===== src/rtl/sm4_ck_seq.sv =====
// SM4 key-schedule round-constant sequencer: streams CK(i) beats over a valid/ready
// handshake in ascending or descending order, plus an independent registered lookup port.
module sm4_ck_seq #(
    parameter int NUM_ROUNDS = 32,
    parameter int IDX_W      = 5,
    parameter int BYTE_STEP  = 7
) (
    input  logic             clk,
    input  logic             rst_n,
    input  logic             start,
    input  logic             dir,
    input  logic             abort,
    output logic             busy,
    output logic             ck_valid,
    input  logic             ck_ready,
    output logic [31:0]      ck_out,
    output logic [IDX_W-1:0] ck_round,
    output logic             ck_last,
    output logic             done,
    input  logic [IDX_W-1:0] lk_idx,
    output logic [31:0]      lk_ck
);

    // state | meaning
    // IDLE  | no sequence; waiting for start
    // RUN   | presenting beats until the last one is accepted or abort
    typedef enum logic {IDLE, RUN} state_t;

    localparam logic [IDX_W-1:0] TOP_IDX = IDX_W'(NUM_ROUNDS - 1);

    state_t           state;
    logic             dir_q;
    logic [IDX_W-1:0] first_idx;
    logic [IDX_W-1:0] nxt_idx;
    logic             nxt_last;

    // Byte j of CK(i) is BYTE_STEP*(4i+j) mod 256; the cast does the modulo.
    function automatic logic [31:0] ck_of(input logic [IDX_W-1:0] idx);
        logic [31:0] r;
        r = '0;
        for (int j = 0; j < 4; j++) begin
            r[8*(3-j) +: 8] = 8'(BYTE_STEP * (4 * int'(idx) + j));
        end
        return r;
    endfunction

    always_comb begin
        first_idx = dir ? TOP_IDX : '0;
        nxt_idx   = dir_q ? ck_round - IDX_W'(1) : ck_round + IDX_W'(1);
        nxt_last  = dir_q ? (nxt_idx == '0) : (nxt_idx == TOP_IDX);
    end

    always_ff @(posedge clk or negedge rst_n) begin
        if (!rst_n) begin
            state    <= IDLE;
            dir_q    <= 1'b0;
            busy     <= 1'b0;
            ck_valid <= 1'b0;
            ck_out   <= '0;
            ck_round <= '0;
            ck_last  <= 1'b0;
            done     <= 1'b0;
            lk_ck    <= '0;
        end else begin
            done <= 1'b0;
            case (state)
                IDLE: begin
                    if (start && !abort) begin
                        state    <= RUN;
                        busy     <= 1'b1;
                        ck_valid <= 1'b1;
                        dir_q    <= dir;
                        ck_round <= first_idx;
                        ck_out   <= ck_of(first_idx);
                        ck_last  <= (NUM_ROUNDS == 1);
                    end
                end
                RUN: begin
                    // Abort wins over a same-cycle handshake and suppresses done.
                    if (abort || (ck_ready && ck_last)) begin
                        state    <= IDLE;
                        busy     <= 1'b0;
                        ck_valid <= 1'b0;
                        ck_out   <= '0;
                        ck_round <= '0;
                        ck_last  <= 1'b0;
                        done     <= !abort;
                    end else if (ck_ready) begin
                        ck_round <= nxt_idx;
                        ck_out   <= ck_of(nxt_idx);
                        ck_last  <= nxt_last;
                    end
                end
                default: state <= IDLE;
            endcase
            lk_ck <= (int'(lk_idx) < NUM_ROUNDS) ? ck_of(lk_idx) : '0;
        end
    end

endmodule


===== config.mk =====
export PLATFORM = sky130hd
export DESIGN_NAME = sm4_ck_seq
export DESIGN_NICKNAME = d
export VERILOG_FILES = /design/src/rtl/sm4_ck_seq.sv
export SDC_FILE = /design/constraint.sdc
export NUM_CORES = 1
export LEC_CHECK = 0
export CAP_MARGIN = 20
export CORE_MARGIN = 4
export CORE_UTILIZATION = 44
export DETAILED_ROUTE_END_ITERATION = 16
export PLACE_DENSITY = 0.77
export REMOVE_ABC_BUFFERS = 1
export SYNTH_ARGS = -nofsm -noshare
export SYNTH_HDL_FRONTEND = slang
export SYNTH_SLANG_ARGS = --single-unit

===== constraint.sdc =====
create_clock -name clk -period 3.47 [get_ports clk]
set_input_delay 0.347 -clock clk [delete_from_list [all_inputs] [get_ports clk]]
set_output_delay 0.347 -clock clk [all_outputs]
set_load 0.05 [all_outputs]

==> flow_summary.toml, run 1 <==
[cells_and_area]
final_layout_size_suffix_gt1_share_pct = 6.23
n_antenna_cell = 0
fillCellCount = 587
final_cells = 449
syn2layout_area_growth_pct = 26.8
nNetsFinal = 398

[clock_tree]
root_buffer = "clkbuf_8"
cts_tree = "done"
clkLatencyLatePin_ps = 300
path_clk_slew_ps = 90
clock_sinks = 53
numCtsBuffers = 5
htreeDepth = 2
ctsLongestPathBuffers = 2
holdBufCountCts = 0

[placed_design]
place_congestion = 0.835
place_inst = 441
dpl_worst_slack_ps = 58.1
hpwlAfterDp_um = 4740
portBuffers = 75

[critical_path]
crit_chain = "inv_1 > fa_1 > nand2b_1 > o2bb2ai_1 > xnor3_2 > inv_1 > fa_1 > inv_1 > ha_2 > nand2_1 > o21ai_1 > xor2_1 > o21ai_1"
worst_setup_path_start_kind = "flop"
cp-end-kind = "flop"
arrival_ps = 3390
cp_slowest_cell = "fa_1"
cp_common_cell = "inv_1"
path_max_fanout = 8
r2r_slack_ps = 260
critPathRequiredTime_ps = 3650
max_stage_delay_ps = 480
r2r_end = "ck_out[15]"
r2r-start = "ck_out[3]"
reg2regPathDepth = 13
path_class = "flop to flop"

[sta]
max_freq_ghz = 0.312
layout_setup_ws_ps = 263
clock_skew_ps = 6.51
timing.hold.ws_ps = -17.7
min_period_ps = 3210
worst_slew_pin_slew_ps = 534
tns_ps = 0
setup_viol = 0
slew_viol_final = 0
fin_crit_sh_pct = 92.4
rsz0062_at_grt = "no"
slew_headroom_pct = 64.3
hold_viol = 17

[global_route]
grt_use_met3_pct = 4.22
grt_pass1_vias = 2268
grtUsageMet2_pct = 27.7
grt_pass1_wl_um = 10800
grt.busiest_layer = "met2"
antenna_found_initial = 0
grt_max_degree = 50
track_usage_pct = 15.5
grt_overflow_total = 0
gr-usage-met1_pct = 18.8

[pwr]
clkPwrFrac_pct = 8.7
p_comb_share_pct = 69.6
leakagePower_nw = 1.86
p_int_mw = 2.01
total_power_mw = 3.96
sequentialPowerShare_pct = 21.7
powerDensity_nw_per_um2 = 997
swShare_pct = 49.3
switching_power_mw = 1.95
peakVddDrop_mv = 0.499

[synth]
synth_top_flop_cell = "dfrtp_1"
syn-cell-area_um2 = 3130
synth_edf_count = 0
ys_types = 37
yosysWarnings = 0
syn_area_per_cell_um2 = 10.8
synth-seq-area-share_pct = 42.3
netlist_instances = 291
async_flop_share_pct = 100
synth_seq_cells = 53

[job]
drv_cap = 0

[outcome]
violations = "hold timing"
status = "finished with violations"

[drt]
wire_per_inst_um = 13.5
firstDrtPassIters = 4
drt-vias-per-instance = 4.85
postRouteAntennaNets = 0
drtIter0Drc = 102
vias = 2177
finalWirelength_um = 6080
post-route-drc-count = 0

[floorplan]
core_area_um2 = 6870
design.die.area_um2 = 8530
die_width_um = 92.4
start_util_pct = 45.6
pin_count = 84
rows = 30
die_y_um = 92.4

[worst_hold_path]
min_path_type = "primary input to asynchronous set/reset pin"
==> stage by stage <==
| step | cell area (um2) | utilization, % |
|---|---|---|
| after floorplan | 2940 | - |
| after global placement | 3850 | 56.1 |
| after detailed placement | 3850 | 56.1 |
| after CTS | 3940 | 57.3 |
| after global routing | 3970 | 57.8 |
| final | 3970 | 57.8 |
==> Yosys cell counts, types with 5 or more instances <==
cell type   n  area [um2]
a21o_1     13        97.6
a21oi_1    21         105
a221o_1     8        80.1
buf_4      22         165
clkbuf_1    9        33.8
dfrtp_1    53        1330
fa_1       12         240
ha_1       22         275
inv_1      28         105
nand2_1    16        60.1
nor2_1      7        26.3
o21ai_0    14        70.1
o21ai_1     5        25.0
xnor2_1    19         166
xor2_1     15         131
==> metal layers <==
metal / vias up / wire length, um
met5: - / 0
met4: 0 / 41
met3: 5 / 355
met2: 62 / 3200
met1: 1066 / 2490
li1: 1044 / -
==> cell usage in the layout, fill, tap and decap left out, drive strengths merged, types with 2 or more instances in the layout <==
master / n
clkdlybuf4s50: 74
dfrtp: 53
inv: 29
a21oi: 22
ha: 22
xnor2: 19
o21ai: 19
nand2: 16
xor2: 16
a21o: 13
fa: 12
conb: 9
a221o: 8
buf: 8
nor2: 7
clkbuf: 7
nand3: 2
nand2b: 2
xnor3: 2
==> repair_timing <==
item	4_1_cts	5_1_grt
buffers inserted	0	0
setup endpoints to repair	0	5
resized for setup	0	7
==> area by class of cell <==
class | instances | area [um2] | share of cell area (%)
Inverter | 29 | 109 | 2.74
Tap cell | 96 | 120 | 3.02
Multi-Input combinational cell | 182 | 1520 | 38.2
Sequential cell | 53 | 1330 | 33.4
Clock buffer | 7 | 86.3 | 2.17
Timing Repair Buffer | 82 | 811 | 20.4
==> cell families after synthesis <==
family          count (synthesis)  share of synthesized area, %
compound gates                 70                          14.4
xor+xnor                       37                          11.5
fa+ha+maj                      34                          16.5
buf+inv                        63                          10.4
flops                          53                          42.3
other cells                     2                         0.240
simple gates                   32                          4.67
==> registers in the layout, summed over array words and instances (netlist names) <==
name / flops
lk_ck: 23
ck_out: 21
ck_round: 4
ck_last: 1
ck_valid: 1
dir_q: 1
done: 1
state: 1
==> worst max-delay path by stage <==
stage	depth (start not counted)	slack (ps)	start	endpoint
final	13	260	ck_out[3]	ck_out[15]
after global routing	13	0.6	ck_out[3]	ck_out[15]
after CTS	11	50	dir_q	ck_out[15]
after detailed placement	11	60	dir_q	ck_out[15]
after global placement	13	200	dir_q	ck_out[15]
after floorplan	13	-620	ck_out[3]	ck_out[15]
==> critical path, delay by kind of cell, from the launching register on <==
family                   cells  cell delay (ps)
AO/OA/AOI/OAI                3              410
buffers and inverters        3              180
XOR/XNOR                     2              440
flip-flops                   1              410
AND/OR/NAND/NOR              2              260
adder cells (fa/ha/maj)      3             1360
==> power by group through the flow <==
stage	clock network [mW]	registers, mW	logic, mW
3_5_place_dp	0	0.872	2.75
3_3_place_gp	0	0.868	2.70
5_1_grt	0.386	0.886	3.04
4_1_cts	0.357	0.862	2.75
6_report	0.346	0.859	2.76
2_1_floorplan	0	1.49	1.41
(Power assumes the default switching activity.)
==> run 2, diff against run 1 <==
Settings changed: RECOVER_POWER from default to 25.
Clock period 3.47 ns to 2.6 ns, I/O delays scaled along.
==> run 2 against run 1 <==
  * The flow finishes with violations (capacitance limit, slew limit, setup timing)
  * Sequential cell count unchanged
  * Global-route usage up 3.1 points
  * Final cell count up 12%
  * Largest cell class unchanged
  * Critical path depth unchanged
  * Sequential power up 34%
  * Power up 80%
  * Critical endpoint is now ck_out[31]
  * Clock-buffer cell count unchanged
  * Setup slack worse by 540 ps
  * Combinational power up 96%
==> flow_summary.toml, run 2 (synthesis gave the netlist of run 1 again) <==
[outcome]
status = "finished with violations"
violations = "capacitance limit, slew limit, setup timing"

[floorplan]
core_area_um2 = 6870
die_width_um = 92.4
die_y_um = 92.4
pin_count = 84
rows = 30
design.die.area_um2 = 8530
start_util_pct = 45.6

[drt]
drt-vias-per-instance = 4.91
vias = 2469
postRouteAntennaNets = 0
wire_per_inst_um = 15.3
finalWirelength_um = 7710
firstDrtPassIters = 4
drtIter0Drc = 89
post-route-drc-count = 0

[global_route]
grt_max_degree = 32
antenna_found_initial = 0
grt_pass1_wl_um = 12800
grt_overflow_total = 0
grt_pass1_vias = 2665
track_usage_pct = 18.7

[critical_path]
arrival_ps = 3070
max_stage_delay_ps = 520
worst_setup_path_start_kind = "flop"
cp_slowest_cell = "fa_1"
path_max_fanout = 5
cp_common_cell = "inv_2"
path_class = "flop to flop"
critPathRequiredTime_ps = 2790
crit_chain = "inv_2 > fa_2 > nand2b_4 > o2bb2ai_2 > xnor3_1 > inv_2 > fa_1 > inv_2 > ha_4 > buf_6 > a21oi_4 > xnor2_2 > o21ai_1"
cp-end-kind = "flop"

[clock_tree]
root_buffer = "clkbuf_8"
cts_tree = "done"
clkLatencyLatePin_ps = 310
clock_sinks = 53
path_clk_slew_ps = 100
htreeDepth = 2
numCtsBuffers = 5
ctsLongestPathBuffers = 2

[cells_and_area]
fin_util_pct = 67.5
largest_reg_flops = 23
layout_common_cells = "clkdlybuf4s50_1 (74), buf_4 (55), dfrtp_1 (52)"
final_cells = 503
reg.largest.list = "lk_ck (23), ck_out (21), ck_round (4)"
n_antenna_cell = 0
final_common_cell = "clkdlybuf4s50_1"
syn2layout_area_growth_pct = 48.1
regMostFlops = "lk_ck"
fillCellCount = 500
seq_area_um2 = 1330
multi_input_area_um2 = 1770
final_layout_size_suffix_gt1_share_pct = 25.8
nNetsFinal = 451

[sta]
slew_viol_final = 32
fin_crit_sh_pct = 111
hold_viol = 0
clock_skew_ps = 12.5
slew_headroom_pct = -15.4
setup_viol = 14
rsz0062_at_grt = "yes"
min_period_ps = 2880
worst_slew_pin_slew_ps = 1730
layout_setup_ws_ps = -276
max_freq_ghz = 0.348

[job]
drv_cap = 1

[placed_design]
place_congestion = 0.807
place_inst = 475
hpwlAfterDp_um = 5410
portBuffers = 75

[pwr]
peakVddDrop_mv = 0.768
p_comb_share_pct = 75.8
powerDensity_nw_per_um2 = 1540
swShare_pct = 45.7
switching_power_mw = 3.26
leakagePower_nw = 2.17
sequentialPowerShare_pct = 16.0
clkPwrFrac_pct = 8.2
p_int_mw = 3.88

[worst_hold_path]
min_path_type = "primary input to asynchronous set/reset pin"
## run 2: changes by cell type in the layout (fill, tap and decap cells not counted), sizes merged
cell    change
bufinv      +1
buf        +50
clkbuf      +3
## run 2: through the flow
step	hold WS, ps	setup slack, ps	power (mW)	cell area, um2	setup TNS, ps
floorplan	-35.6	-1490	3.88	2940	-18950
global placement	344	-357	5.17	4110	-4080
detailed placement	357	-516	5.27	4110	-5130
CTS	12.6	-217	6.70	4540	-1690
global route	515	-412	7.59	4640	-4530
finish	390	-276	7.14	4640	-2650
## run 2: area by class of cell
type / count / area share (%)
sequential: 53 / 28.6
tap: 96 / 2.59
inverter: 29 / 2.35
clock buffer: 7 / 1.86
clock inverter: 1 / 0.647
timing repair buffer: 135 / 25.8
multi-input combinational: 182 / 38.1
## run 2: layer usage
metal | track usage (%) | wire length [um] | up-vias
met2 | 35.3 | 4200 | 74
met4 | 6.19 | 158 | 0
met3 | 3.33 | 326 | 17
met5 | 0 | 0 | -
li1 | - | - | 1154
met1 | 20.9 | 3030 | 1224
## run 2: power groups by stage
stage                     Combinational, mW  Sequential (mW)  Clock [mW]
after global routing                   5.79             1.17       0.623
after CTS                              4.95             1.15       0.597
after detailed placement               4.11             1.16           0
after global placement                 4.01             1.15           0
after floorplan                        1.88             1.99           0
final                                  5.41             1.15       0.584
## run 2: worst paths after layout
check,cells past startpoint,startpoint,slack [ps],end
setup / recovery,13,ck_out[3],-280,ck_out[31]
hold / removal,1,rst_n,390,ck_out[12]
setup reg to reg,13,ck_out[3],-280,ck_out[31]
hold reg to reg,1,ck_out[4],480,ck_out[4]
max in group asynchronous,2,rst_n,890,ck_out[7]
min in group clk,1,ck_out[4],480,ck_out[4]
## run 2: worst max-delay path: cells and delay by family, from the launching register on
kind | cells | cell delay [ps]
adders and majority gates | 3 | 1170
xor gates and xnor gates | 2 | 380
AOI/OAI and AO/OA | 3 | 360
and+or+nand+nor | 1 | 150
DFF | 1 | 390
buffers and inverters | 4 | 320
## run 2: timing repair
| item | in CTS | in global routing |
|---|---|---|
| endpoints found under the setup margin | 15 | 16 |
| hold buffers | 0 | 0 |
| resized for setup | 38 | 12 |
| buffers inserted | 13 | 7 |
| endpoints found under the hold margin | 0 | 0 |
| pin swaps | 13 | 22 |
==> run 3, diff against run 2 <==
Settings changed: CAP_MARGIN 20 to default.
==> results of run 3 <==
No change in the layout: final DEF, timing and power equal those of run 2.
